**src/rtl/project_pwm_peripheral_timebase_if.sv**
```systemverilog
`default_nettype none
// ============================================================================
// Module   : project_pwm_peripheral_timebase_if
// Brief    : Register-file and comparator-side signals of the PWM time base.
// Revision : 1.0 - initial release
// ============================================================================
interface project_pwm_peripheral_timebase_if #(
  parameter int WIDTH     = 16,
  parameter int PSC_WIDTH = 8
);
  logic                 i_enable;
  logic [1:0]           i_mode;
  logic [WIDTH-1:0]     i_period;
  logic [PSC_WIDTH-1:0] i_prescale;
  logic                 i_sync_in;
  logic [WIDTH-1:0]     i_phase;
  logic [WIDTH-1:0]     o_counter;
  logic [WIDTH-1:0]     o_counter_next;
  logic [WIDTH-1:0]     o_period;
  logic                 o_dir;
  logic                 o_tick;
  logic                 o_zero;
  logic                 o_period_match;

  modport master (
    output i_enable, i_mode, i_period, i_prescale, i_sync_in, i_phase,
    input  o_counter, o_counter_next, o_period, o_dir, o_tick, o_zero, o_period_match
  );

  modport slave (
    input  i_enable, i_mode, i_period, i_prescale, i_sync_in, i_phase,
    output o_counter, o_counter_next, o_period, o_dir, o_tick, o_zero, o_period_match
  );
endinterface
`default_nettype wire

```
**src/rtl/project_pwm_peripheral_timebase.sv**
```systemverilog
`default_nettype none
// ============================================================================
// Module   : project_pwm_peripheral_timebase
// Brief    : Up/down/up-down PWM time base with prescaler, phase sync and
//            period-boundary shadowing of mode, period and prescale.
// Revision : 1.0 - initial release
// ============================================================================
module project_pwm_peripheral_timebase #(
  parameter int WIDTH     = 16,
  parameter int PSC_WIDTH = 8
) (
  input  wire logic                        i_clk,
  input  wire logic                        i_reset_n,
  project_pwm_peripheral_timebase_if.slave bus
);

  localparam logic [1:0]           c_MODE_DOWN   = 2'b01;
  localparam logic [1:0]           c_MODE_UPDOWN = 2'b10;
  localparam logic [WIDTH-1:0]     c_ONE         = {{(WIDTH-1){1'b0}}, 1'b1};
  localparam logic [PSC_WIDTH-1:0] c_PSC_ONE     = {{(PSC_WIDTH-1){1'b0}}, 1'b1};

  logic [WIDTH-1:0]     r_cnt;
  logic                 r_dir;
  logic [PSC_WIDTH-1:0] r_psc_cnt;
  logic [1:0]           r_mode;
  logic [WIDTH-1:0]     r_period;
  logic [PSC_WIDTH-1:0] r_psc;
  logic                 r_zero;
  logic                 r_match;

  logic                 w_en;
  logic                 w_act_down;
  logic                 w_act_ud;
  logic                 w_in_down;
  logic [WIDTH-1:0]     w_start;
  logic                 w_tick;
  logic                 w_sync;
  logic                 w_adv;
  logic [WIDTH-1:0]     w_phase_clip;
  logic                 w_cnt_at_p;
  logic                 w_cnt_at_0;
  logic                 w_boundary;
  logic [WIDTH-1:0]     w_step;
  logic                 w_step_dir;
  logic [WIDTH-1:0]     w_next;
  logic                 w_load;
  logic [WIDTH-1:0]     w_period_next;
  logic                 w_event;

  assign w_en         = bus.i_enable;
  assign w_act_down   = (r_mode == c_MODE_DOWN);
  assign w_act_ud     = (r_mode == c_MODE_UPDOWN);
  assign w_in_down    = (bus.i_mode == c_MODE_DOWN);
  assign w_start      = w_in_down ? bus.i_period : '0;
  assign w_tick       = w_en && (r_psc_cnt == r_psc);
  assign w_sync       = w_en && bus.i_sync_in;
  assign w_adv        = w_tick && !w_sync;
  assign w_phase_clip = (bus.i_phase > r_period) ? r_period : bus.i_phase;
  assign w_cnt_at_p   = (r_cnt == r_period);
  assign w_cnt_at_0   = (r_cnt == '0);

  // Step on a tick. A zero period pins the counter and makes every tick a boundary.
  always_comb begin
    w_boundary = 1'b0;
    w_step     = r_cnt;
    w_step_dir = r_dir;
    if (r_period == '0) begin
      w_boundary = 1'b1;
      w_step     = '0;
    end else if (w_act_down) begin
      if (w_cnt_at_0) begin
        w_boundary = 1'b1;
        w_step     = bus.i_period;
      end else begin
        w_step = r_cnt - c_ONE;
      end
    end else if (w_act_ud) begin
      if (r_dir) begin
        w_step = w_cnt_at_p ? (r_cnt - c_ONE) : (r_cnt + c_ONE);
        if (w_cnt_at_p) begin
          w_step_dir = 1'b0;
        end
      end else if (w_cnt_at_0) begin
        w_boundary = 1'b1;
        if (bus.i_period != '0) begin
          w_step     = c_ONE;
          w_step_dir = 1'b1;
        end
      end else begin
        w_step = r_cnt - c_ONE;
      end
    end else begin
      if (w_cnt_at_p) begin
        w_boundary = 1'b1;
        w_step     = '0;
      end else begin
        w_step = r_cnt + c_ONE;
      end
    end
  end

  always_comb begin
    w_next = r_cnt;
    if (!w_en) begin
      w_next = w_start;
    end else if (w_sync) begin
      w_next = w_phase_clip;
    end else if (w_tick) begin
      w_next = w_step;
    end
  end

  assign w_load        = w_adv && w_boundary;
  assign w_period_next = (!w_en || w_load) ? bus.i_period : r_period;
  assign w_event       = w_tick || w_sync;

  always_ff @(posedge i_clk or negedge i_reset_n) begin
    if (!i_reset_n) begin
      r_cnt     <= '0;
      r_dir     <= 1'b1;
      r_psc_cnt <= '0;
      r_mode    <= 2'b00;
      r_period  <= '0;
      r_psc     <= '0;
      r_zero    <= 1'b0;
      r_match   <= 1'b0;
    end else begin
      r_cnt   <= w_next;
      r_zero  <= w_event && (w_next == '0);
      r_match <= w_event && (w_next == w_period_next);
      if (!w_en) begin
        r_mode    <= bus.i_mode;
        r_period  <= bus.i_period;
        r_psc     <= bus.i_prescale;
        r_psc_cnt <= '0;
        r_dir     <= !w_in_down;
      end else if (w_sync) begin
        r_psc_cnt <= '0;
        if (w_act_ud) begin
          r_dir <= 1'b1;
        end
      end else if (w_tick) begin
        r_psc_cnt <= '0;
        r_dir     <= w_step_dir;
        if (w_boundary) begin
          r_mode   <= bus.i_mode;
          r_period <= bus.i_period;
          r_psc    <= bus.i_prescale;
        end
      end else begin
        r_psc_cnt <= r_psc_cnt + c_PSC_ONE;
      end
    end
  end

  // Combinational outputs read as idle while reset is held.
  assign bus.o_counter_next = i_reset_n ? w_next : '0;
  assign bus.o_tick         = i_reset_n && w_adv;
  assign bus.o_counter      = r_cnt;
  assign bus.o_period       = r_period;
  assign bus.o_dir          = r_dir;
  assign bus.o_zero         = r_zero;
  assign bus.o_period_match = r_match;

endmodule
`default_nettype wire

```
**src/flat_wrapper.sv**
```systemverilog
// flat-port wrapper written by rule: the top's interface ports become plain ports
module project_pwm_peripheral_timebase_flat 
#(
  parameter int WIDTH     = 16,
  parameter int PSC_WIDTH = 8
)
  (i_clk, i_reset_n, bus_i_enable, bus_i_mode, bus_i_period, bus_i_prescale, bus_i_sync_in, bus_i_phase, bus_o_counter, bus_o_counter_next, bus_o_period, bus_o_dir, bus_o_tick, bus_o_zero, bus_o_period_match);
  project_pwm_peripheral_timebase_if #(.WIDTH(WIDTH), .PSC_WIDTH(PSC_WIDTH)) bus_i ();
  input  wire logic i_clk;
  input  wire logic i_reset_n;
  input wire logic [$bits(bus_i.i_enable)-1:0] bus_i_enable;
  input wire logic [$bits(bus_i.i_mode)-1:0] bus_i_mode;
  input wire logic [$bits(bus_i.i_period)-1:0] bus_i_period;
  input wire logic [$bits(bus_i.i_prescale)-1:0] bus_i_prescale;
  input wire logic [$bits(bus_i.i_sync_in)-1:0] bus_i_sync_in;
  input wire logic [$bits(bus_i.i_phase)-1:0] bus_i_phase;
  output wire logic [$bits(bus_i.o_counter)-1:0] bus_o_counter;
  output wire logic [$bits(bus_i.o_counter_next)-1:0] bus_o_counter_next;
  output wire logic [$bits(bus_i.o_period)-1:0] bus_o_period;
  output wire logic [$bits(bus_i.o_dir)-1:0] bus_o_dir;
  output wire logic [$bits(bus_i.o_tick)-1:0] bus_o_tick;
  output wire logic [$bits(bus_i.o_zero)-1:0] bus_o_zero;
  output wire logic [$bits(bus_i.o_period_match)-1:0] bus_o_period_match;
  assign bus_i.i_enable = bus_i_enable;
  assign bus_i.i_mode = bus_i_mode;
  assign bus_i.i_period = bus_i_period;
  assign bus_i.i_prescale = bus_i_prescale;
  assign bus_i.i_sync_in = bus_i_sync_in;
  assign bus_i.i_phase = bus_i_phase;
  assign bus_o_counter = bus_i.o_counter;
  assign bus_o_counter_next = bus_i.o_counter_next;
  assign bus_o_period = bus_i.o_period;
  assign bus_o_dir = bus_i.o_dir;
  assign bus_o_tick = bus_i.o_tick;
  assign bus_o_zero = bus_i.o_zero;
  assign bus_o_period_match = bus_i.o_period_match;
  project_pwm_peripheral_timebase #(.WIDTH(WIDTH), .PSC_WIDTH(PSC_WIDTH)) u_core (.i_clk(i_clk), .i_reset_n(i_reset_n), .bus(bus_i));
endmodule
```
**config.mk**
```make
export PLATFORM = sky130hd
export DESIGN_NAME = project_pwm_peripheral_timebase_flat
export DESIGN_NICKNAME = d
export VERILOG_FILES = /design/src/rtl/project_pwm_peripheral_timebase_if.sv /design/src/rtl/project_pwm_peripheral_timebase.sv /design/src/flat_wrapper.sv
export SDC_FILE = /design/constraint.sdc
export NUM_CORES = 1
export LEC_CHECK = 0
export ABC_CLOCK_PERIOD_IN_PS = 4900
export CORE_MARGIN = 3
export CORE_UTILIZATION = 54
export CTS_CLUSTER_DIAMETER = 120
export CTS_CLUSTER_SIZE = 14
export DETAILED_ROUTE_END_ITERATION = 12
export GPL_ROUTABILITY_DRIVEN = 1
export PLACE_DENSITY = 0.85
export RECOVER_POWER = 25
export SYNTH_ARGS = -nofsm -noshare
export SYNTH_HDL_FRONTEND = slang
export SYNTH_SLANG_ARGS = --single-unit
```
**constraint.sdc**
```tcl
create_clock -name i_clk -period 4.9 [get_ports i_clk]
set_input_delay 0.735 -clock i_clk [delete_from_list [all_inputs] [get_ports i_clk]]
set_output_delay 0.735 -clock i_clk [all_outputs]
set_load 0.01 [all_outputs]
```
==> metrics <==
outcome completed; power density over the cells 235.4 mW/mm2; Peak Freq 209.2 MHz; IO Pins 98; Syn Area/Cell 8.251 um2; chip width 105.1 um; root buffer cell clkbuf_8; Post-synth EDFFs 0; Num CTS Buffers 5; GRT Total Usage 0.3691; Yosys cell types 80; row cnt 35; Iter 0 DRT Violations around 580; unrepaired setup endpoints after global routing yes; CP endpoint bus_o_counter_next[12]; global route hottest layer met2; CTS max path bufs 2; most used cell, CP clkdlybuf4s50_1; Die Area 0.01105 mm2; Cell Area, Synth 0.005305 mm2; post-synthesis compound-gate area fraction 0.2080; Hold Buf Count CTS 0; H-Tree Level Count 2; Setup Buffers After CTS 0; layout cell share with drive strength beyond 1 0.1189; area of the multi-input gates 0.003592 mm2; Slew Limit Fails 0; main combinational cell family by area after synthesis simple AND/OR/NAND/NOR gates; hold slack 499.1 ps; type of origin of the critical path primary input; Max Cap Viol 0; Post-synth ARST share 1.000; sequential-to-total area share from yosys stat 0.2502; fin nets 805; Worst Tran Pin Value 860.2 ps; PostCTS Resize Cnt 0; drt via density 6.640; RD Place Congestion roughly 1.0; Clk Latency, worst-skew pair 310 ps; Overflow after GRT 0; initial antenna violation count 0; ys flop type dfrtp_1; Mapped Cells around 640; placed cells ~860; Required @ worst endpoint 4160 ps; CTS tree done; Warnings, synthesis 0; Slowest-stage cell, CP a2111o_1; Yosys top cell area share 0.2453; total number of vias 5,770; Pwr Total 1.549 mW; period utilization 0.9756; clock slew at reported path FFs 110 ps; Worst slew margin 0.4253; Post-Syn Nets 709; Final Hold Fails 0; critical path, cell by cell clkdlybuf4s50_1 > ha_1 > nand4_1 > a2111o_1 > a31oi_4 > buf_4 > mux2i_1 > a21oi_1 > o32a_1 > and2_1 > clkdlybuf4s50_1; Setup TNS 0 ps; mux cell area share after synthesis 0.05590; met2 GRT Util 0.5797; ANT cells 0; DR WL/cell 23.98 um; Antenna Nets Post-Route 0; critical path type primary input to output port; vias in the first global route 5,729; slowest stage delay, CP 520 ps; largest net degree at the start of global routing 43; adder-cell share of the synthesized area 0.04717; Hold Crit Class primary input to asynchronous set/reset pin; register area 0.001328 mm2; Crit. End Element output port; dpl hpwl 16.33 mm; GR Util met3 0.08524; cell depth of the worst flop-to-flop path 13; Layout area overhead 24.03%; Residual DRC 0; largest area contributor in the netlist dfrtp_1; Initial Util 0.5661; Core ar. ~0.0094 mm2; top cells by count, synth nand2_1 (56), dfrtp_1 (52), o21ai_0 (40); drt first pass iters 6; fillers 795; first-pass GRT wire length 31.88 mm; post-synthesis xor/xnor area fraction 0.1057; die height 105.1 um; R2R Path Start u_core.bus.o_period[9]; clk_skew 7.339 ps; Post-Layout Cell Count 869; synth top area cells dfrtp_1 (25%), xor2_1 (5.8%), xnor2_1 (4.8%), ha_1 (4.7%), nand2_1 (4.0%); Worst Path Max Fanout 5; Max IR drop VDD 0.1567 mV; Pleak ~2.7 nW; Yosys reg bits between 50 and 60; GRT met1 Usage 0.4809; FF-to-FF End u_core.bus.o_period_match; Reg2Reg Setup Slack 660 ps; Period minus WS final 4780 ps; setup violators final 0; most common cell in the netlist nand2_1; Synth Area in Simple Gates 0.2531; Port Buffers 97; Worst Setup SP bus_i_phase[7]; Num Clock Sinks 53; drt total wl 20.84 mm; Crit path arrival time just over 4000 ps
-- where the power goes --
| part | switching [mW] | internal [mW] |
|---|---|---|
| clock | 0.163 | 0.154 |
| sequential | 0.0757 | 0.474 |
| combinational | 0.382 | 0.301 |
-- worst min path at each step --
stage	start	endpoint
final	i_reset_n	u_core.bus.o_counter[12]
after global routing	i_reset_n	u_core.bus.o_counter[14]
after CTS	i_reset_n	u_core.bus.o_counter[14]
after detailed placement	u_core.r_psc[3]	u_core.r_psc[3]
after global placement	u_core.r_psc_cnt[0]	u_core.r_psc_cnt[0]
after floorplan	i_reset_n	u_core.bus.o_counter[0]
-- cell usage in the layout, fill, tap and decap left out, drive strengths merged, types with 6 or more instances in the layout --
cell type and count:
and4 8, nor3b 6, a21oi 33, nand2 56, nand3 19, nor2 40
a31oi 11, dfrtp 52, ha 20, inv 35, nor4 21, and2 20
xor2 35, o311ai 6, nand4 20, a211oi 7, or3 6, and3 7
mux2i 15, nor3 19, clkdlybuf4s50 96, buf 40, mux2 13, o21ai 42
xnor2 29
-- cell type report --
cell class / count / share of cell area
Multi-Input combinational cell: 509 / 0.5459
Sequential cell: 53 / 0.2017
Timing Repair Buffer: 136 / 0.1913
Tap cell: 129 / 0.02453
Inverter: 34 / 0.01940
Clock buffer: 5 / 0.01046
Clock inverter: 3 / 0.006655
-- per-stage QoR --
step / utilization / instance area, um2 / worst slack, ps
after floorplan: - / 5305 / 890.4
after global placement: 0.6865 / 6434 / 190.8
after detailed placement: 0.6865 / 6434 / 114.3
after CTS: 0.6985 / 6546 / 95.03
after global routing: 0.7021 / 6580 / -31.71
final: 0.7021 / 6580 / 119.8
-- flip-flops by register name, indices dropped and copies added, names as in the netlist --
name                       cells
u_core.bus.o_counter          16
u_core.bus.o_dir               1
u_core.bus.o_period           16
u_core.bus.o_period_match      1
u_core.bus.o_zero              1
u_core.r_mode                  2
u_core.r_psc                   8
u_core.r_psc_cnt               8
-- kinds of logic (layout without fill, tap and decap cells) --
group                    Yosys count  count (layout)
flip-flops                        53              53
AO/OA/AOI/OAI                    156             156
multiplexers                      28              28
buffers and inverters             81             178
XOR/XNOR                          64              64
adder cells (fa/ha/maj)           20              20
AND/OR/NAND/NOR                  241             241
-- worst max-delay path, delay by kind of cell --
| family | cells | cell delay (ps) |
|---|---|---|
| compound gates | 4 | 1180 |
| fa+ha+maj | 1 | 340 |
| buf+inv | 3 | 1100 |
| mux | 1 | 310 |
| simple gates | 2 | 380 |
-- metal layers --
metal	up-vias	wire, um
met5	-	0
li1	2561	-
met1	2681	7962
met3	84	2469
met4	0	1012
met2	444	9397
Note: power is estimated with default switching activity, not from simulation.
